File: src/rtl/mmio_uart_tx.sv
// Memory-mapped UART transmitter with a small TX FIFO.
// Register window: TXDATA at BASE_ADDR+0 (write pushes a byte), STATUS at
// BASE_ADDR+4 (read {overflow, full, empty, busy}; write bit 3 clears overflow).
// Frames are 8N1, LSB first, each bit lasting CLKS_PER_BIT clocks.
module mmio_uart_tx #(
    parameter int unsigned    W            = 32,
    parameter int unsigned    CLKS_PER_BIT = 16,
    parameter logic [W-1:0]   BASE_ADDR    = 32'h0000_1000,
    parameter int unsigned    DEPTH        = 4
) (
    input  logic         clk_t,
    input  logic         rst_t,
    input  logic         wr_en,
    input  logic         rd_en,
    input  logic [W-1:0] addr,
    input  logic [W-1:0] wdata,
    output logic [W-1:0] rdata,
    output logic         tx,
    output logic         busy
);

    localparam int unsigned  AW          = $clog2(DEPTH);
    localparam int unsigned  BW          = $clog2(CLKS_PER_BIT);
    localparam logic [W-1:0] TXDATA_ADDR = BASE_ADDR;
    localparam logic [W-1:0] STATUS_ADDR = BASE_ADDR + W'(32'd4);
    localparam logic [BW-1:0] BAUD_RELOAD = BW'(CLKS_PER_BIT - 1);
    localparam logic [AW:0]  FULL_COUNT  = (AW+1)'(DEPTH);

    typedef enum logic [1:0] {
        IDLE  = 2'd0,
        START = 2'd1,
        DATA  = 2'd2,
        STOP  = 2'd3
    } state_t;

    // Transmitter state
    state_t        state_r;
    state_t        state_s;
    logic [BW-1:0] baud_r;
    logic [2:0]    bit_r;
    logic [7:0]    shift_r;
    logic          tx_r;

    // FIFO state
    logic [7:0]    mem_r [DEPTH];
    logic [AW-1:0] wptr_r;
    logic [AW-1:0] rptr_r;
    logic [AW:0]   count_r;
    logic          ovf_r;

    // Decoded strobes and FSM controls
    logic          push_s;
    logic          accept_s;
    logic          drop_s;
    logic          clr_ovf_s;
    logic          pop_s;
    logic          enter_s;
    logic          shift_s;
    logic          tx_s;
    logic          baud_done_s;
    logic          fifo_empty_s;
    logic          fifo_full_s;
    logic          busy_s;
    logic          unused_wdata_s;

    assign fifo_empty_s = (count_r == {(AW+1){1'b0}});
    assign fifo_full_s  = (count_r == FULL_COUNT);
    assign busy_s       = (state_r != IDLE) | ~fifo_empty_s;
    assign baud_done_s  = (baud_r == {BW{1'b0}});

    // A push while full is only accepted when the transmitter frees a slot on the same edge.
    assign push_s    = wr_en & (addr == TXDATA_ADDR);
    assign accept_s  = push_s & (~fifo_full_s | pop_s);
    assign drop_s    = push_s & fifo_full_s & ~pop_s;
    assign clr_ovf_s = wr_en & (addr == STATUS_ADDR) & wdata[3];

    assign unused_wdata_s = ^wdata[W-1:8];

    assign tx   = tx_r;
    assign busy = busy_s;

    // FSM state register
    always_ff @(posedge clk_t) begin
        if (rst_t) begin
            state_r <= IDLE;
        end else begin
            state_r <= state_s;
        end
    end

    // FSM next-state, pop/shift controls and next line level
    always_comb begin
        state_s = state_r;
        pop_s   = 1'b0;
        enter_s = 1'b0;
        shift_s = 1'b0;
        tx_s    = 1'b1;
        case (state_r)
            IDLE: begin
                tx_s = 1'b1;
                if (!fifo_empty_s) begin
                    pop_s   = 1'b1;
                    enter_s = 1'b1;
                    state_s = START;
                end else begin
                    state_s = IDLE;
                end
            end
            START: begin
                tx_s = 1'b0;
                if (baud_done_s) begin
                    enter_s = 1'b1;
                    state_s = DATA;
                end else begin
                    state_s = START;
                end
            end
            DATA: begin
                tx_s = shift_r[0];
                if (baud_done_s) begin
                    enter_s = 1'b1;
                    shift_s = 1'b1;
                    if (bit_r == 3'd7) begin
                        state_s = STOP;
                    end else begin
                        state_s = DATA;
                    end
                end else begin
                    state_s = DATA;
                end
            end
            STOP: begin
                tx_s = 1'b1;
                if (baud_done_s) begin
                    enter_s = 1'b1;
                    // Chain straight into the next frame so queued bytes leave without a gap.
                    if (!fifo_empty_s) begin
                        pop_s   = 1'b1;
                        state_s = START;
                    end else begin
                        state_s = IDLE;
                    end
                end else begin
                    state_s = STOP;
                end
            end
            default: begin
                tx_s    = 1'b1;
                state_s = IDLE;
            end
        endcase
    end

    // Baud timing, bit index, shift register and registered serial line
    always_ff @(posedge clk_t) begin
        if (rst_t) begin
            baud_r  <= {BW{1'b0}};
            bit_r   <= 3'd0;
            shift_r <= 8'd0;
            tx_r    <= 1'b1;
        end else begin
            tx_r <= tx_s;
            if (enter_s) begin
                baud_r <= BAUD_RELOAD;
            end else if (!baud_done_s) begin
                baud_r <= baud_r - BW'(1'b1);
            end
            if (pop_s) begin
                shift_r <= mem_r[rptr_r];
                bit_r   <= 3'd0;
            end else if (shift_s) begin
                shift_r <= {1'b0, shift_r[7:1]};
                bit_r   <= bit_r + 3'd1;
            end
        end
    end

    // FIFO storage; stale entries are harmless because the pointers are reset
    always_ff @(posedge clk_t) begin
        if (!rst_t && accept_s) begin
            mem_r[wptr_r] <= wdata[7:0];
        end
    end

    // FIFO pointers, occupancy and sticky overflow
    always_ff @(posedge clk_t) begin
        if (rst_t) begin
            wptr_r  <= {AW{1'b0}};
            rptr_r  <= {AW{1'b0}};
            count_r <= {(AW+1){1'b0}};
            ovf_r   <= 1'b0;
        end else begin
            if (accept_s) begin
                wptr_r <= wptr_r + AW'(1'b1);
            end
            if (pop_s) begin
                rptr_r <= rptr_r + AW'(1'b1);
            end
            case ({accept_s, pop_s})
                2'b10:   count_r <= count_r + (AW+1)'(1'b1);
                2'b01:   count_r <= count_r - (AW+1)'(1'b1);
                default: count_r <= count_r;
            endcase
            // A new overflow wins over a clear on the same edge.
            if (drop_s) begin
                ovf_r <= 1'b1;
            end else if (clr_ovf_s) begin
                ovf_r <= 1'b0;
            end
        end
    end

    // Load data: only STATUS returns content, everything else reads as zero
    always_comb begin
        rdata = {W{1'b0}};
        if (rd_en && (addr == STATUS_ADDR)) begin
            rdata = {{(W-4){1'b0}}, ovf_r, fifo_full_s, fifo_empty_s, busy_s};
        end else begin
            rdata = {W{1'b0}};
        end
    end

endmodule

File: config.mk
export PLATFORM = sky130hd
export DESIGN_NAME = mmio_uart_tx
export DESIGN_NICKNAME = d
export VERILOG_FILES = /design/src/rtl/mmio_uart_tx.sv
export SDC_FILE = /design/constraint.sdc
export NUM_CORES = 1
export LEC_CHECK = 0
export BUFFER_PORTS_ARGS = -buffer_cell sky130_fd_sc_hd__clkbuf_2
export CAP_MARGIN = 20
export CORE_MARGIN = 4
export CORE_UTILIZATION = 51
export CTS_CLUSTER_DIAMETER = 40
export DETAILED_ROUTE_END_ITERATION = 16
export GPL_TIMING_DRIVEN = 0
export PLACE_DENSITY = 0.81
export SYNTH_ARGS = -nofsm -noshare
export SYNTH_HDL_FRONTEND = slang
export SYNTH_SLANG_ARGS = --single-unit
File: constraint.sdc
create_clock -name clk_t -period 2.95 [get_ports clk_t]
set_input_delay 0 -clock clk_t [delete_from_list [all_inputs] [get_ports clk_t]]
set_output_delay 0 -clock clk_t [all_outputs]
set_load 0.02 [all_outputs]
==> summary.md <==
| Metric | Value |
|---|---|
| Status | `finished clean` |
| Mapped Cells | `250` |
| Drt first pass iters | `4` |
| Share of the synthesized area in the top cell type | `31.1%` |
| Die width | `85.8 um` |
| Starting Density | `52.4%` |
| Critical Path RT | `3.18 ns` |
| P_sw | `920 uW` |
| Syn avg cell area | `12.3 um^2` |
| Number of fill cells | `442` |
| Synth Register Bits | `60` |
| Worst Setup Path Type | `reg -> reg` |
| Layout area overhead | `23.5%` |
| Final worst path period need | `2.69 ns` |
| Comb power frac | `36.5%` |
| Number of enable flip-flop cells after synthesis | `32` |
| Asr flop ratio synth | `0%` |
| DIE AREA | `7360 um^2` |
| GP Congestion | `0.782` |
| Clk slew on worst S/H paths | `0.07 ns` |
| CP endpoint kind | `register` |
| Post-CTS sizing | `0` |
| IO Count | `102` |
| CP Max Fanout | `10` |
| Max-cap violations | `0` |
| Crit start category | `register` |
| Ant. Diodes | `0` |
| Largest cells by area after synthesis | `edfxtp_1 (31%), dfxtp_1 (18%), buf_4 (7.3%)` |
| Yosys cell types | `51` |
| Reg2reg end | `count_r[2]` |
| Unrepaired setup endpoints after global routing | `no` |
| # DRC | `0` |
| Clk_lat worst skew | `0.34 ns` |
| DR vias/cell | `4.87` |
| P_leak | `0.00156 uW` |
| Max clock buf depth | `2` |
| Cell Int Power | `1860 uW` |
| Clock sinks | `60` |
| Routed wire length | `5780 um` |
| Worst Clk Skew | `0.00711 ns` |
| Synth Flop Type | `edfxtp_1` |
| Htree depth | `3` |
| Switching fraction of total power | `33.1%` |
| Gr ovfl total | `0` |
| Commonest non-fill, non-tap cell in the layout | `clkbuf_2` |
| Sequential share of power | `38.5%` |
| Per-cell routed wire length | `13.5 um` |
| Clk pwr share | `24.9%` |
| Total GRT Usage | `17.1%` |
| Critical R2R Launch | `baud_r[0]` |
| TritonCTS Buffers | `9` |
| Die Y | `85.8 um` |
| First-pass GRT wire length | `9570 um` |
| Final period utilization | `91.0%` |
| Nets | `429` |
| Setup WS pre-CTS | `0.271 ns` |
| Share of cells above drive strength 1 | `35.2%` |
| Hold-fix buffers at CTS | `10` |
| Reg2reg setup slack | `0.26 ns` |
| F_max | `0.372 GHz` |
| Commonest non-fill, non-tap cells in the layout | `clkbuf_2 (49), edfxtp_1 (32), buf_4 (30)` |
| Cell count of the worst hold path | `3` |
| Crit path DAT | `2.91 ns` |
| # setup viols final | `0` |
| Initial antenna violation count | `0` |
| Final Hold Viols | `0` |
| Power density cells | `728 nW/um^2` |
| Area of the mapped netlist | `3090 um^2` |
| Hold Path End | `bit_r[2]` |
| Yosys top cell by area | `edfxtp_1` |
| Class of the worst hold path | `in -> reg` |
| Peak VDD IR | `0.471 mV` |
| Worst Slack Setup Final | `0.265 ns` |
| Vias in the first global route | `2059` |
| Worst reg2reg path depth | `10` |
| Final TNS setup | `0 ns` |
| Detailed Place HPWL | `4260 um` |
| CTS root buf | `clkbuf_8` |
| Synth warnings | `0` |
| First DRT Iteration DRCs | `87` |
| Port bufs | `49` |
| Row cnt | `28` |
| Hold_sp | `rst_t` |
| CTS tree | `done` |
| Post-route ant nets | `0` |
| Register area share after synthesis | `49.3%` |
| Max Transition Viols Final | `0` |
| Core Box Area | `5890 um^2` |
| Vias | `2078` |
| Pin count of the biggest net entering global routing | `12` |
| Post CTS Setup Buffer Count | `0` |
-- critical path: stages (launching register included) --
cell and delay [ns]:
dfxtp_1 0.32, inv_1 0.08, ha_1 0.25, and4bb_1 0.28
o211a_4 0.18, buf_6 0.15, or2b_1 0.25, fa_1 0.43
o311ai_0 0.11, a21boi_2 0.23, mux2_4 0.30
-- worst max path at each step --
stage                     startpoint           to  slack (ns)
after floorplan            baud_r[0]   count_r[2]        0.47
after global placement     baud_r[0]   count_r[2]        0.35
after detailed placement   baud_r[0]   count_r[2]        0.27
after CTS                  baud_r[0]   count_r[2]        0.25
after global routing       baud_r[0]  mem_r[1][0]        0.12
final                      baud_r[0]   count_r[2]        0.26
-- flip-flops by register name, indices dropped and copies added (netlist names), named ones only --
name / cells
baud_r: 4
bit_r: 3
count_r: 3
mem_r: 32
ovf_r: 1
rptr_r: 2
shift_r: 8
state_r: 2
tx: 1
wptr_r: 2
-- per-stage QoR --
step	power [uW]	util (%)	instances	cell area, um^2	hold slack (ns)
final	2780	64.8	427	3810	0.0893
after global placement	2050	59.9	401	3530	0.217
after CTS	2800	64.8	427	3810	0.0677
after global routing	2960	64.8	427	3810	0.0861
after floorplan	1880	-	277	3190	0.0989
after detailed placement	2090	59.9	401	3530	0.224
-- cells in the mapped netlist, types with 2 or more instances --
cell type	number
nand3_1	3
mux4_2	8
mux2_1	2
nor4_2	5
clkbuf_1	2
nor2_1	23
and2_1	5
inv_1	10
dfxtp_1	28
nand4_2	2
nor2b_1	2
nand3b_1	2
a211oi_1	10
buf_6	2
and2b_1	2
nand2b_1	3
nand2_1	7
buf_4	30
buf_2	2
ha_1	13
edfxtp_1	32
nor3_4	2
xnor2_1	3
a21oi_1	9
nor3_1	7
mux2i_1	11
-- final cells by class --
class                           instances  area, um^2  area share, %
Buffer                                 38         283           7.42
Clock buffer                           11         131           3.45
Clock inverter                          5        53.8           1.41
Inverter                               10        37.5          0.985
Multi-Input combinational cell        169        1350           35.3
Sequential cell                        60        1520           39.9
Tap cell                               75        93.8           2.46
Timing Repair Buffer                   59         345           9.06
-- logic make-up after synthesis --
group	synth area share (%)
AO/OA/AOI/OAI	7.66
multiplexers	10.6
adder cells (fa/ha/maj)	5.92
AND/OR/NAND/NOR	14.8
buffers and inverters	10.4
flip-flops	49.3
XOR/XNOR	1.14
other	0.122
-- power groups by stage --
stage / combinational (uW) / clock [uW] / sequential (uW)
global placement: 973 / 0 / 1080
detailed placement: 1010 / 0 / 1090
CTS: 1020 / 708 / 1070
finish: 1010 / 692 / 1070
floorplan: 810 / 0 / 1070
global route: 1120 / 753 / 1080
-- layer usage --
layer | part of all wire (%) | wire (um) | GRT usage, %
met2 | 54 | 3120 | 31.1
met4 | 1.6 | 92 | 5.61
met1 | 39 | 2250 | 18.1
met3 | 5.4 | 311 | 6.44
met5 | 0 | 0 | 0
No activity file was read; power rests on OpenSTA's default activity.
